`src/rtl/dlx_global_pkg.sv`:
```
// Shared DLX types and constants for the fetch front end.
package dlx_global_pkg;

   localparam int unsigned DLX_WORD_W = 32;
   localparam int unsigned DLX_ADDR_W = 32;

   typedef logic [DLX_WORD_W-1:0] dlx_word;
   typedef logic [DLX_ADDR_W-1:0] dlx_addr;

   // Canonical bubble instruction loaded into IF/ID when it holds nothing real.
   localparam dlx_word DLX_NOP = 32'h5400_0000;

   // Prefetch queue payload: instruction and the address that follows it.
   typedef struct packed {
      dlx_word ir;
      dlx_addr npc;
   } if_entry_t;

   // Force an address onto a word boundary.
   function automatic dlx_addr dlx_align_word(input dlx_addr a);
      return {a[DLX_ADDR_W-1:2], 2'b00};
   endfunction

endpackage

```
`src/rtl/dlx_if_fifo.sv`:
```
// Generic synchronous FIFO; flush wins over push and pop, no empty bypass.
module dlx_if_fifo #(
   parameter int unsigned WIDTH = 8,
   parameter int unsigned DEPTH = 4
) (
   input  logic                         clk,
   input  logic                         rst_n,
   input  logic                         push,
   input  logic                         pop,
   input  logic                         flush,
   input  logic [WIDTH-1:0]             din,
   output logic [WIDTH-1:0]             dout,
   output logic                         full,
   output logic                         empty,
   output logic [$clog2(DEPTH+1)-1:0]   count
);

   localparam int unsigned PTR_W = (DEPTH > 1) ? $clog2(DEPTH) : 1;
   localparam int unsigned CNT_W = $clog2(DEPTH+1);

   logic [WIDTH-1:0] mem [DEPTH];
   logic [PTR_W-1:0] wr_ptr;
   logic [PTR_W-1:0] rd_ptr;
   logic             do_push;
   logic             do_pop;

   function automatic logic [PTR_W-1:0] ptr_inc(input logic [PTR_W-1:0] p);
      return (p == PTR_W'(DEPTH-1)) ? '0 : p + PTR_W'(1);
   endfunction

   // Status and qualified handshakes; a push into a full queue needs a same-cycle pop.
   always_comb begin
      empty   = (count == '0);
      full    = (count == CNT_W'(DEPTH));
      do_pop  = pop && !empty;
      do_push = push && (!full || do_pop);
      dout    = mem[rd_ptr];
   end

   // Pointer and occupancy bookkeeping.
   always_ff @(posedge clk or negedge rst_n) begin
      if (!rst_n) begin
         wr_ptr <= '0;
         rd_ptr <= '0;
         count  <= '0;
      end else if (flush) begin
         wr_ptr <= '0;
         rd_ptr <= '0;
         count  <= '0;
      end else begin
         if (do_push) wr_ptr <= ptr_inc(wr_ptr);
         if (do_pop)  rd_ptr <= ptr_inc(rd_ptr);
         count <= count + CNT_W'(do_push) - CNT_W'(do_pop);
      end
   end

   // Storage array, no reset needed.
   always_ff @(posedge clk) begin
      if (do_push && !flush) mem[wr_ptr] <= din;
   end

endmodule

```
`src/rtl/dlx_pipe_if_pf.sv`:
```
// DLX instruction fetch with prefetch queue, credit-based I-cache issue and branch squash.
module dlx_pipe_if_pf
   import dlx_global_pkg::*;
#(
   parameter int unsigned          ADDR_W    = 32,
   parameter int unsigned          DATA_W    = 32,
   parameter int unsigned          PF_DEPTH  = 4,
   parameter int unsigned          MAX_OUTST = 2,
   parameter logic [ADDR_W-1:0]    RESET_PC  = '0,
   parameter int unsigned          PC_INC    = 4
) (
   input  logic              clk,
   input  logic              rst_n,
   input  logic              stall,
   input  logic              dc_wait,
   input  logic              id_cond,
   input  logic [ADDR_W-1:0] id_npc,
   output logic              ic_req,
   output logic [ADDR_W-1:0] ic_addr,
   input  logic              ic_ready,
   input  logic              ic_rvalid,
   input  logic [DATA_W-1:0] ic_rdata,
   output logic              if_id_valid,
   output logic [DATA_W-1:0] if_id_ir,
   output logic [ADDR_W-1:0] if_id_npc,
   output logic              if_misalign
);

   localparam int unsigned ENT_W    = DATA_W + ADDR_W;
   localparam int unsigned PF_CNT_W = $clog2(PF_DEPTH+1);
   localparam int unsigned OS_W     = $clog2(MAX_OUTST+1);
   localparam int unsigned SUM_W    = $clog2(PF_DEPTH+MAX_OUTST+1);

   logic [ADDR_W-1:0]   pc;
   logic [OS_W-1:0]     outst;
   logic [OS_W-1:0]     drop;
   logic                advance;
   logic                redirect;
   logic                credit_ok;
   logic                issue;
   logic                pf_push;
   logic                pf_pop;
   logic [ENT_W-1:0]    pf_din;
   logic [ENT_W-1:0]    pf_dout;
   logic                pf_full;
   logic                pf_empty;
   logic [PF_CNT_W-1:0] pf_count;
   logic [ADDR_W-1:0]   aq_dout;
   logic                aq_full;
   logic                aq_empty;

   // Issue gating and response routing; in-flight requests reserve queue slots.
   always_comb begin
      advance   = !stall && !dc_wait;
      redirect  = id_cond && advance;
      credit_ok = (SUM_W'(pf_count) + SUM_W'(outst)) < SUM_W'(PF_DEPTH);
      ic_req    = rst_n && credit_ok && !aq_full && !redirect;
      ic_addr   = pc;
      issue     = ic_req && ic_ready;
      pf_push   = ic_rvalid && (drop == '0);
      pf_pop    = advance && !redirect;
      pf_din    = {ic_rdata, aq_dout + ADDR_W'(PC_INC)};
   end

   // Prefetch queue of {ir, npc} entries.
   dlx_if_fifo #(.WIDTH(ENT_W), .DEPTH(PF_DEPTH)) u_pf_q (
      .clk   (clk),
      .rst_n (rst_n),
      .push  (pf_push),
      .pop   (pf_pop),
      .flush (redirect),
      .din   (pf_din),
      .dout  (pf_dout),
      .full  (pf_full),
      .empty (pf_empty),
      .count (pf_count)
   );

   // Fetch addresses of in-flight requests; its occupancy is the outstanding count.
   dlx_if_fifo #(.WIDTH(ADDR_W), .DEPTH(MAX_OUTST)) u_addr_q (
      .clk   (clk),
      .rst_n (rst_n),
      .push  (issue),
      .pop   (ic_rvalid),
      .flush (1'b0),
      .din   (pc),
      .dout  (aq_dout),
      .full  (aq_full),
      .empty (aq_empty),
      .count (outst)
   );

   // Fetch PC: redirect to aligned target, else step on each accepted request.
   always_ff @(posedge clk or negedge rst_n) begin
      if (!rst_n)        pc <= RESET_PC;
      else if (redirect) pc <= {id_npc[ADDR_W-1:2], 2'b00};
      else if (issue)    pc <= pc + ADDR_W'(PC_INC);
   end

   // Wrong-path response counter; a response landing on the redirect cycle is already gone.
   always_ff @(posedge clk or negedge rst_n) begin
      if (!rst_n)                         drop <= '0;
      else if (redirect)                  drop <= outst - OS_W'(ic_rvalid);
      else if (ic_rvalid && drop != '0)   drop <= drop - OS_W'(1);
   end

   // IF/ID pipeline register and misalignment pulse.
   always_ff @(posedge clk or negedge rst_n) begin
      if (!rst_n) begin
         if_id_valid <= 1'b0;
         if_id_ir    <= DATA_W'(DLX_NOP);
         if_id_npc   <= '0;
         if_misalign <= 1'b0;
      end else begin
         if_misalign <= redirect && (id_npc[1:0] != 2'b00);
         if (advance) begin
            if (redirect || pf_empty) begin
               if_id_valid <= 1'b0;
               if_id_ir    <= DATA_W'(DLX_NOP);
            end else begin
               if_id_valid <= 1'b1;
               if_id_ir    <= pf_dout[ENT_W-1 -: DATA_W];
               if_id_npc   <= pf_dout[ADDR_W-1:0];
            end
         end
      end
   end

   // Responses only for requests actually in flight.
   a_rvalid_outst: assert property (@(posedge clk) disable iff (!rst_n)
      !(ic_rvalid && aq_empty));

   // Credit scheme keeps the prefetch queue from overflowing.
   a_pf_no_ovf: assert property (@(posedge clk) disable iff (!rst_n)
      !(pf_push && pf_full && !pf_pop && !redirect));

endmodule
```
`config.mk`:
```
export PLATFORM = sky130hd
export DESIGN_NAME = dlx_pipe_if_pf
export DESIGN_NICKNAME = d
export VERILOG_FILES = /design/src/rtl/dlx_global_pkg.sv /design/src/rtl/dlx_if_fifo.sv /design/src/rtl/dlx_pipe_if_pf.sv
export SDC_FILE = /design/constraint.sdc
export NUM_CORES = 1
export LEC_CHECK = 0
export CAP_MARGIN = 15
export CORE_MARGIN = 2
export CORE_UTILIZATION = 29
export CTS_CLUSTER_SIZE = 16
export DETAILED_ROUTE_END_ITERATION = 10
export PLACE_DENSITY = 0.49
export SLEW_MARGIN = 30
export SYNTH_ARGS = -nofsm -noshare
export SYNTH_HDL_FRONTEND = slang
export SYNTH_SLANG_ARGS = --single-unit
```
`constraint.sdc`:
```
create_clock -name clk -period 4.9 [get_ports clk]
set_input_delay 0.98 -clock clk [delete_from_list [all_inputs] [get_ports clk]]
set_output_delay 0.98 -clock clk [all_outputs]
set_load 0.005 [all_outputs]
```
==> reports/metrics.csv <==
stage,metric,value,unit
finish,layout cells sized above 1,13.5,%
timing,endpoints failing setup,0,
synth,"EDFF count, synth",308,
power,Internal Pwr Total,8.05,mW
critical_path,"Slowest-stage cell, CP",clkdlybuf4s50_1,
clocking,TritonCTS clock tree,done,
power,static leakage,7.16,nW
synth,"Seq/Total Area, Yosys",71.1,%
global_route,vias in the first global route,9652,
global_route,GRT Residual Overflow,0,
clocking,Num CTS Buffers,45,
timing,Max Transition Viols Final,0,
synth,"flops & latches, synth",415,
synth,Synth warnings,0,
clocking,Root Driver,clkbuf_16,
critical_path,CP Max Fanout,8,
finish,Layout Cells excl Fill,2022,
critical_path,CP endpoint kind,primary output,
power,Clk pwr share,30.7,%
clocking,# clock sinks,415,
worst_hold_path,class of the worst hold path,input pin to asynchronous set/reset pin,
timing,worst slew pin tran,0.847,ns
synth,netlist area before placement,16800,um2
clocking,Clock Latency Late Sink,0.58,ns
finish,fillcell total,5476,
timing,fin crit period,3.83,ns
clocking,hold buffer count at cts,0,
global_route,initial antenna violation count,1,
route,Total Routed Length,37800,um
critical_path,critical path's largest stage delay,0.46,ns
critical_path,Crit path required time,3.92,ns
place,cell total after placement,1938,
critical_path,Setup CP Type,input pin to primary output,
clocking,clock-pin slew on the worst setup and hold paths,0.06,ns
critical_path,Setup crit start kind,input pin,
critical_path,CP endpoint,ic_req,
timing,Slew HR,43.5,%
status,outcome,"finished, final reports clean",
die,FP Rows,88,
route,Routed WL per cell,18.7,um
route,DRC errors left,0,
clocking,Clock Tree Buf Depth,3,
finish,"commonest non-fill, non-tap cells in the layout","edfxtp_1, clkdlybuf4s50_1, nand2_1",
place,# port buffers,165,
clocking,setup bufs post-CTS,0,
power,sw frac,28.3,%
critical_path,worst r2r src,u_addr_q.rd_ptr$_DFFE_PN0P_,
finish,"most common cell after layout, fill and taps aside",edfxtp_1,
critical_path,worst endpoint data arrival time,2.85,ns
power,Logic pwr share,24.1,%
critical_path,worst setup path startpoint,dc_wait,
global_route,largest net degree at the start of global routing,61,
die,Initial Utilization,29.2,%
critical_path,CP cell instances,clkdlybuf4s50_1 > nor2_1 > nand2_1 > nand3_1 > nor2_1 > clkdlybuf4s50_1,
synth,Post-Synthesis Cells,1043,
global_route,first-pass GRT wire length,58300,um
clocking,post-cts resize count,0,
route,Starting DRT DRC Count,599,
timing,period utilization,78.2,%
timing,RSZ-0062 raised after global routing,false,
power,Switching Power,3.18,mW
finish,Area Overhead vs Synth,24.5,%
power,Tot Pwr,11.2,mW
place,dpl hpwl,24200,um
timing,Final Skew,0.0140,ns
finish,Antenna Cells,0,
die,Die W,245,um
place,Placer Congestion,0.712,
finish,fin area,20900,um2
power,Reg power frac,45.2,%
critical_path,WP depth,6,
die,core area,57500,um2
finish,final net count,1306,
finish,Reg area,11900,um2
critical_path,critical path's top delay family,simple AND/OR/NAND/NOR gates,
synth,Synth cell types,55,
global_route,total track usage,12.7,%
route,via count of the routed design,9250,
die,I/O pin total,170,
route,Antenna Nets Post-Route,0,
clocking,H-tree depth,2,
timing,post-route setup TNS,0,ns
synth,mean post-synth cell area,16.1,um2
power,peak supply drop,0.241,mV
synth,async set or reset register ratio after synthesis,25.8,%
timing,max frequency,261,MHz
synth,top_reg_cell synth,edfxtp_1,
critical_path,flop-to-flop setup slack,1.89,ns
route,DR vias/cell,4.57,
place,DP Area,19400,um2
critical_path,"Buf+Inv Stages, Crit Path",2,
finish,area occupied by multi-input gates,4600,um2
route,DR pass1 iterations,8,
critical_path,FF-to-FF path depth,8,
die,Die Height,245,um
power,P per Cell Area,538,nW/um2
flow_run,max-cap violations,0,
critical_path,worst reg2reg path endpoint,u_pf_q.mem[1][18]$_DFFE_PP_,
die,die area,59800,um2
timing,Fin. Hold Viols,0,
==> worst min-delay path by stage <==
stage,from,end,slack [ns],cells after the start
CTS,rst_n,ic_addr[7]$_DFFE_PN0P_,0.34,1
global route,rst_n,u_addr_q.wr_ptr$_DFFE_PN0N_,0.36,1
floorplan,if_id_npc[10]$_DFFE_PN0P_,if_id_npc[10]$_DFFE_PN0P_,0.47,2
finish,rst_n,ic_addr[7]$_DFFE_PN0P_,0.35,1
detailed placement,if_id_npc[13]$_DFFE_PN0P_,if_id_npc[13]$_DFFE_PN0P_,0.46,2
global placement,if_id_npc[13]$_DFFE_PN0P_,if_id_npc[13]$_DFFE_PN0P_,0.46,2
==> cells in the mapped netlist, drive strengths merged, types with 14 or more instances <==
| master | instances | share of area (%) |
|---|---|---|
| a31oi | 14 | 0.56 |
| nor2 | 37 | 0.83 |
| a22o | 29 | 1.5 |
| clkbuf | 34 | 0.76 |
| nand4 | 17 | 0.71 |
| xor2 | 18 | 0.94 |
| edfxtp | 308 | 55 |
| mux4 | 62 | 8.3 |
| dfrtp | 104 | 16 |
| ha | 14 | 1.0 |
| mux2i | 26 | 1.6 |
| nand3 | 25 | 0.78 |
| xnor2 | 38 | 2.0 |
| nand2 | 142 | 3.2 |
| buf | 22 | 0.83 |
| o21ai | 25 | 0.75 |
==> area by class of cell <==
cell class	count	share of cell area, %
timing repair buffer	183	8.78
sequential	415	57.2
inverter	14	0.252
multi-input combinational	561	22.0
clock inverter	21	1.31
tap	765	4.58
clock buffer	63	5.91
==> through the flow <==
step | worst slack [ns] | hold slack, ns | util (%)
5_1_grt | 0.787 | 0.355 | 36.3
3_3_place_gp | 1.00 | 0.456 | 33.7
4_1_cts | 0.988 | 0.337 | 36.3
6_report | 1.07 | 0.347 | 36.3
3_5_place_dp | 0.999 | 0.462 | 33.7
2_1_floorplan | 1.07 | 0.470 | -
==> layer usage <==
metal,vias up,track usage [%],part of all wire [%]
met2,216,20.2,46
li1,4342,-,-
met5,-,0,0
met3,43,2.84,5.3
met1,4649,17.7,47
met4,0,3.10,1.6
==> sequential cells by signal (all words and copies together) (netlist names), 2 cells and up <==
name            cells
u_pf_q.rd_ptr       2
u_addr_q.count      2
u_pf_q.mem        248
drop                2
ic_addr            30
if_id_npc          30
u_pf_q.count        3
u_pf_q.wr_ptr       2
u_addr_q.mem       60
if_id_ir           32
==> cells by family after synthesis <==
kind of cell / count (synthesis) / synth area share, %
muxes: 92 / 10.1
and+or+nand+nor: 292 / 8.35
AOI/OAI and AO/OA: 102 / 4.41
DFF: 415 / 71.1
buffers and inverters: 70 / 1.90
adders and majority gates: 15 / 1.16
xor gates and xnor gates: 56 / 2.92
other: 1 / 0.0223
==> power groups by stage <==
stage          combinational (mW)  sequential (mW)  clock, mW
2_1_floorplan                1.78             4.86          0
3_3_place_gp                 2.74             5.15          0
3_5_place_dp                 2.77             5.17          0
4_1_cts                      2.78             5.10       3.57
5_1_grt                      2.97             5.18       3.72
6_report                     2.70             5.08       3.45
No activity file was read; power rests on OpenSTA's default activity.
